==> config.mk <==
export PLATFORM = sky130hd
export DESIGN_NAME = lbp_engine
export DESIGN_NICKNAME = d
export VERILOG_FILES = /design/src/rtl/lbp_engine.sv
export SDC_FILE = /design/constraint.sdc
export NUM_CORES = 2
export LEC_CHECK = 0
export ABC_CLOCK_PERIOD_IN_PS = 5600
export CAP_MARGIN = 20
export CORE_MARGIN = 5
export CORE_UTILIZATION = 65
export CTS_BUF_LIST = sky130_fd_sc_hd__clkbuf_8
export CTS_CLUSTER_DIAMETER = 200
export DETAILED_ROUTE_END_ITERATION = 7
export PLACE_DENSITY = 0.85
export SETUP_SLACK_MARGIN = 0.3
export SLEW_MARGIN = 5
export SYNTH_ARGS = -nofsm -noshare
export SYNTH_HDL_FRONTEND = slang
export SYNTH_SLANG_ARGS = --single-unit
export TNS_END_PERCENT = 20
==> constraint.sdc <==
create_clock -name clk -period 5.6 [get_ports clk]
set_input_delay 1.12 -clock clk [delete_from_list [all_inputs] [get_ports clk]]
set_output_delay 1.12 -clock clk [all_outputs]
set_load 0.02 [all_outputs]
==> src/rtl/lbp_engine.sv <==
// 3x3 Local Binary Pattern engine: streams a raster gray image through a
// 2*IMG_W+3 pixel window buffer and writes one 8-bit code per pixel.

module lbp_nbr #(
  parameter int DW  = 8,
  parameter int POS = 0
) (
  input  logic [8:0][DW-1:0] win,
  input  logic               top,
  input  logic               bot,
  input  logic               lft,
  input  logic               rgt,
  output logic               hit
);
  localparam int R = POS / 3;
  localparam int C = POS % 3;

  logic [1:0] r, c;
  logic [3:0] sel;

  // Out-of-image taps fold back onto the centre row/column (edge replicate).
  always_comb begin
    r = 2'(R);
    c = 2'(C);
    if ((top && R == 0) || (bot && R == 2)) r = 2'd1;
    if ((lft && C == 0) || (rgt && C == 2)) c = 2'd1;
    sel = 4'(r) * 4'd3 + 4'(c);
    hit = win[sel] >= win[4];
  end
endmodule

module lbp_engine #(
  parameter int IMG_W = 128,
  parameter int IMG_H = 128,
  parameter int DW    = 8,
  parameter int AW    = 14
) (
  input  logic          clk,
  input  logic          reset,
  input  logic          border_mode,
  input  logic          gray_ready,
  output logic          gray_req,
  output logic [AW-1:0] gray_addr,
  input  logic [DW-1:0] gray_data,
  output logic          lbp_valid,
  output logic [AW-1:0] lbp_addr,
  output logic [7:0]    lbp_data,
  output logic          finish
);
  localparam int N   = IMG_W * IMG_H;
  localparam int CW  = AW + 1;
  localparam int SRL = 2 * IMG_W + 3;
  localparam int XW  = $clog2(IMG_W);
  localparam int YW  = $clog2(IMG_H);

  typedef enum logic [2:0] {IDLE, FILL, RUN, FLUSH, DONE} state_t;

  state_t               state, state_nxt;
  logic                 mode;
  logic [CW-1:0]        rd_cnt, sh_cnt;
  logic                 rd_pend, emit_pend;
  logic [SRL-1:0][DW-1:0] sr;
  logic [XW-1:0]        col;
  logic [YW-1:0]        row;
  logic [AW-1:0]        pix;
  logic                 shift;
  logic [DW-1:0]        shift_px;
  logic [8:0][DW-1:0]   win;
  logic [7:0]           nb;
  logic                 top, bot, lft, rgt;
  logic [7:0]           code;

  assign gray_req  = (state == FILL || state == RUN) && gray_ready && (rd_cnt < CW'(N));
  assign gray_addr = rd_cnt[AW-1:0];

  // After the last read, W+1 filler pixels push the tail of the image through
  // the window; fillers only ever land on taps that border clamping discards.
  assign shift    = rd_pend || (state == FLUSH && sh_cnt < CW'(N + IMG_W + 1));
  assign shift_px = rd_pend ? gray_data : '0;

  // sr[0] holds pixel q; the window centre is pixel q-IMG_W-1.
  for (genvar g = 0; g < 9; g++) begin : g_win
    assign win[g] = sr[(2 - g / 3) * IMG_W + (2 - g % 3)];
  end

  assign top = (row == '0);
  assign bot = (row == YW'(IMG_H - 1));
  assign lft = (col == '0);
  assign rgt = (col == XW'(IMG_W - 1));

  for (genvar g = 0; g < 8; g++) begin : g_nb
    lbp_nbr #(.DW(DW), .POS(g < 4 ? g : g + 1)) u_nb (
      .win (win),
      .top (top),
      .bot (bot),
      .lft (lft),
      .rgt (rgt),
      .hit (nb[g])
    );
  end

  assign code = ((top || bot || lft || rgt) && !mode) ? 8'h00 : nb;

  always_comb begin
    state_nxt = state;
    unique case (state)
      IDLE:    if (gray_ready) state_nxt = FILL;
      FILL:    if (rd_cnt >= CW'(IMG_W + 2)) state_nxt = RUN;
      RUN:     if (rd_cnt == CW'(N)) state_nxt = FLUSH;
      FLUSH:   if (lbp_valid && lbp_addr == AW'(N - 1)) state_nxt = DONE;
      default: state_nxt = state;
    endcase
  end

  always_ff @(posedge clk) begin
    if (reset) begin
      state     <= IDLE;
      mode      <= 1'b0;
      rd_cnt    <= '0;
      sh_cnt    <= '0;
      rd_pend   <= 1'b0;
      emit_pend <= 1'b0;
      sr        <= '0;
      col       <= '0;
      row       <= '0;
      pix       <= '0;
      lbp_valid <= 1'b0;
      lbp_addr  <= '0;
      lbp_data  <= '0;
      finish    <= 1'b0;
    end else begin
      state <= state_nxt;
      if (state == IDLE && gray_ready) mode <= border_mode;
      rd_pend <= gray_req;
      if (gray_req) rd_cnt <= rd_cnt + 1'b1;
      if (shift) begin
        sr     <= {sr[SRL-2:0], shift_px};
        sh_cnt <= sh_cnt + 1'b1;
      end
      emit_pend <= shift && (sh_cnt >= CW'(IMG_W + 1));
      lbp_valid <= emit_pend;
      if (emit_pend) begin
        lbp_addr <= pix;
        lbp_data <= code;
        pix      <= pix + 1'b1;
        if (rgt) begin
          col <= '0;
          row <= row + 1'b1;
        end else begin
          col <= col + 1'b1;
        end
      end
      if (lbp_valid && lbp_addr == AW'(N - 1)) finish <= 1'b1;
    end
  end
endmodule

==> summary.md <==
| Metric | Value |
|---|---|
| Status | `completed` |
| CP Data Required Time | `around 4.5 ns` |
| Hold crit path type | `reg -> reg` |
| Layout cells sized above 1 | `under 10%` |
| Synthesized net count | `9941` |
| Vias per inst | `approximately 5.4` |
| Rows | `between 100 and 150` |
| Ys Warns | `0` |
| Largest net degree at the start of global routing | `about 240` |
| Worst-path clk slew | `0.06 ns` |
| Yosys reg bits | `approximately 2200` |
| Total Routing Usage GR | `approximately a quarter` |
| Die area | `127000 µm²` |
| DRT iter0 DRCs | `about 5000` |
| Critical path capture point type | `primary output` |
| Drt pass-1 iters | `5` |
| Ys flop type | `dfxtp_1` |
| Crit path kind | `in -> out` |
| Post-Route Skew | `0.0960 ns` |
| Die width | `approximately 360 µm` |
| Fin Hold WS | `roughly 0.43 ns` |
| Drt wl/cell | `13.5 µm` |
| Die Y | `356 µm` |
| Seq/Total Area, Yosys | `between 50 and 60%` |
| Port-buffer cells | `50` |
| Antenna violations before repair | `3` |
| Fmax | `about 240 MHz` |
| Worst slew pin tran | `1.22 ns` |
| Most frequent cells in the layout | `4221 x nand2_1, 2159 x dfxtp_1, 2093 x a21oi_1, 422 x clkbuf_8, 146 x inv_1` |
| Most common library cell in the layout ignoring fill and taps | `nand2_1` |
| Crit. Startpoint | `gray_ready` |
| Share of synthesized flip-flops with an asynchronous set or reset | `0%` |
| Fill count | `around 9000` |
| WHS Path Cells | `2` |
| Worst-path fanout max | `6` |
| Power per cell area | `roughly 340 nW/µm²` |
| TritonCTS clock tree | `built` |
| Post-cts sizing count | `0` |
| Initial Util | `between 60% and 70%` |
| Final antenna-violating net count | `0` |
| R2R setup slack | `between 1 and 1.5 ns` |
| Crit start category | `primary input` |
| EDFF count, synth | `0` |
| # H-tree levels | `5` |
| Final-report hold violation count | `0` |
| Vias in the first global route | `around 57000` |
| Synth Area per Inst | `a little under 8 µm²` |
| Layout Nets | `9666` |
| RSZ-0062 raised after global routing | `no` |
| Place WS | `roughly 1.4 ns` |
| Worst hold start | `sr[719]$_SDFFE_PP0P_` |
| Worst-case vdd ir drop | `between 0.2 and 0.3 mV` |
| Final WL | `approximately 150000 µm` |
| Launching point of the worst reg2reg path | `row[0]$_SDFFE_PP0P_` |
| DP HPWL | `~85000 µm` |
| Top cells by area, synth | `dfxtp_1 55%, nand2_1 20%, a21oi_1 13%, buf_2 2.8%, clkbuf_1 1.4%` |
| CTS Root Cell | `clkbuf_8` |
| Fin. max-slew vios | `0` |
| Core ar. | `roughly 120000 µm²` |
| Area after DPL | `78200 µm²` |
| Fin worst setup slack | `~1.4 ns` |
| Post-route minimum period | `roughly 4.2 ns` |
| GR Overflow Total | `0` |
| Hold Path Sink | `sr[727]$_SDFFE_PP0P_` |
| Dominant cell type by area after synthesis | `dfxtp_1` |
| Clk sink count | `roughly 2200` |
| Via count | `a little over 60000` |
| Slew headroom | `18.5%` |
| Max cap viols | `0` |
| Layout area overhead | `8.82%` |
| Critical path arrival | `between 3 and 4 ns` |
| Hold-fix buffers, CTS | `0` |
| Worst reg-to-reg path cell count | `14` |
| Synth Instances | `9850` |
| Mapped cell area | `slightly below 80000 µm²` |
| TritonCTS Buffers | `between 300 and 400` |
| Setup violators final | `0` |
| First-pass GRT wire length | `262000 µm` |
| Final instance area | `84800 µm²` |
| Deepest clock path buffer count | `4` |
| P_leak | `~28 nW` |
| Drt drc | `0` |
| I/O pin total | `51` |
| Fin crit share | `75.0%` |
| RePlAce Congestion | `around 0.84` |
| Reg2reg end | `lbp_data[7]$_SDFFE_PP0P_` |
| Post-CTS Repair Setup Buffers | `0` |
| Distinct cells, synth | `53` |
| Clk Latency, worst-skew pair | `~1.0 ns` |
| Post-synth top area share | `between 50% and 60%` |
| TNS Setup | `0 ns` |
-- cells by family (layout without fill, tap and decap cells) --
logic type	Yosys count	in the layout	share of synthesized area [%]
AO/OA/AOI/OAI	2220	2220	14.5
XOR/XNOR	36	36	0.414
adder cells (fa/ha/maj)	79	79	1.27
buffers and inverters	785	737	4.57
flip-flops	2160	2160	55.5
multiplexers	101	101	1.69
other	0	4	0
AND/OR/NAND/NOR	4469	4469	22.1
-- state kept, by name (all words and copies together) (netlist names), 3 cells and up --
register  flops
sr         2072
rd_cnt       15
sh_cnt       15
lbp_addr     14
pix          14
lbp_data      8
col           7
row           7
state         3
-- synthesized netlist by cell type (13+ instances only) --
library cell and instances:
buf_4 17, a21oi_1 2093, o21ai_0 44, dfxtp_1 2160, a31oi_1 16, nand2_1 4221
inv_1 31, clkbuf_1 290, xnor2_1 13, xor2_1 22, mux4_2 24, nand4_1 18
ha_1 79, and3_1 13, o221ai_1 16, nor2_1 94, nand2b_1 20, mux2i_1 69
nor3_1 16, nand3_1 26, buf_2 437
-- final cells by class --
type / count / area, µm² / share of cell area [%]
antenna: 4 / 10.0 / 0.0118
clock buffer: 422 / 5810 / 6.85
clock inverter: 149 / 792 / 0.933
inverter: 32 / 120 / 0.142
multi-input combinational: 6905 / 31200 / 36.7
sequential: 2160 / 43200 / 51.0
tap: 1612 / 2020 / 2.38
timing repair buffer: 134 / 1680 / 1.98
-- power breakdown --
| part | leakage, nW | internal [mW] | switching (mW) |
|---|---|---|---|
| Combinational | 6.29 | 0.0853 | 0.573 |
| Clock | 3.84 | 7.06 | 5.79 |
| Sequential | 17.4 | 15.4 | 0.00834 |
-- worst max-delay path by stage --
stage                     cells after the start  slack (ns)                        to
after floorplan                              18        1.44  lbp_data[7]$_SDFFE_PP0P_
after global placement                       14        1.39  lbp_data[7]$_SDFFE_PP0P_
after detailed placement                     14        1.37  lbp_data[7]$_SDFFE_PP0P_
after CTS                                     3        1.34                  gray_req
after global routing                         14        1.13  lbp_data[7]$_SDFFE_PP0P_
final                                         4        1.40                  gray_req
-- metal layers --
layer / GRT usage [%] / up-vias / wire length (µm) / part of all wire [%]
met1: 32.0 / 28659 / 73400 / 48
met5: 0 / - / 0 / 0
met2: 38.9 / 879 / 72400 / 47
li1: - / 31350 / - / -
met3: 4.81 / 214 / 5960 / 3.9
met4: 6.36 / 0 / 2530 / 1.6
-- metrics by stage --
step	power (mW)	utilization, %	instances
CTS	29.2	71.0	11414
global route	30.0	71.0	11415
detailed placement	16.4	65.5	10843
floorplan	16.3	-	9850
global placement	16.4	65.5	10842
finish	28.9	71.0	11418
-- critical path, cell delays in order --
cell             delay (ns)
clkdlybuf4s50_1        0.49
nand2b_1               0.14
nor3_1                 0.57
clkdlybuf4s50_1        0.75
(Power assumes the default switching activity.)
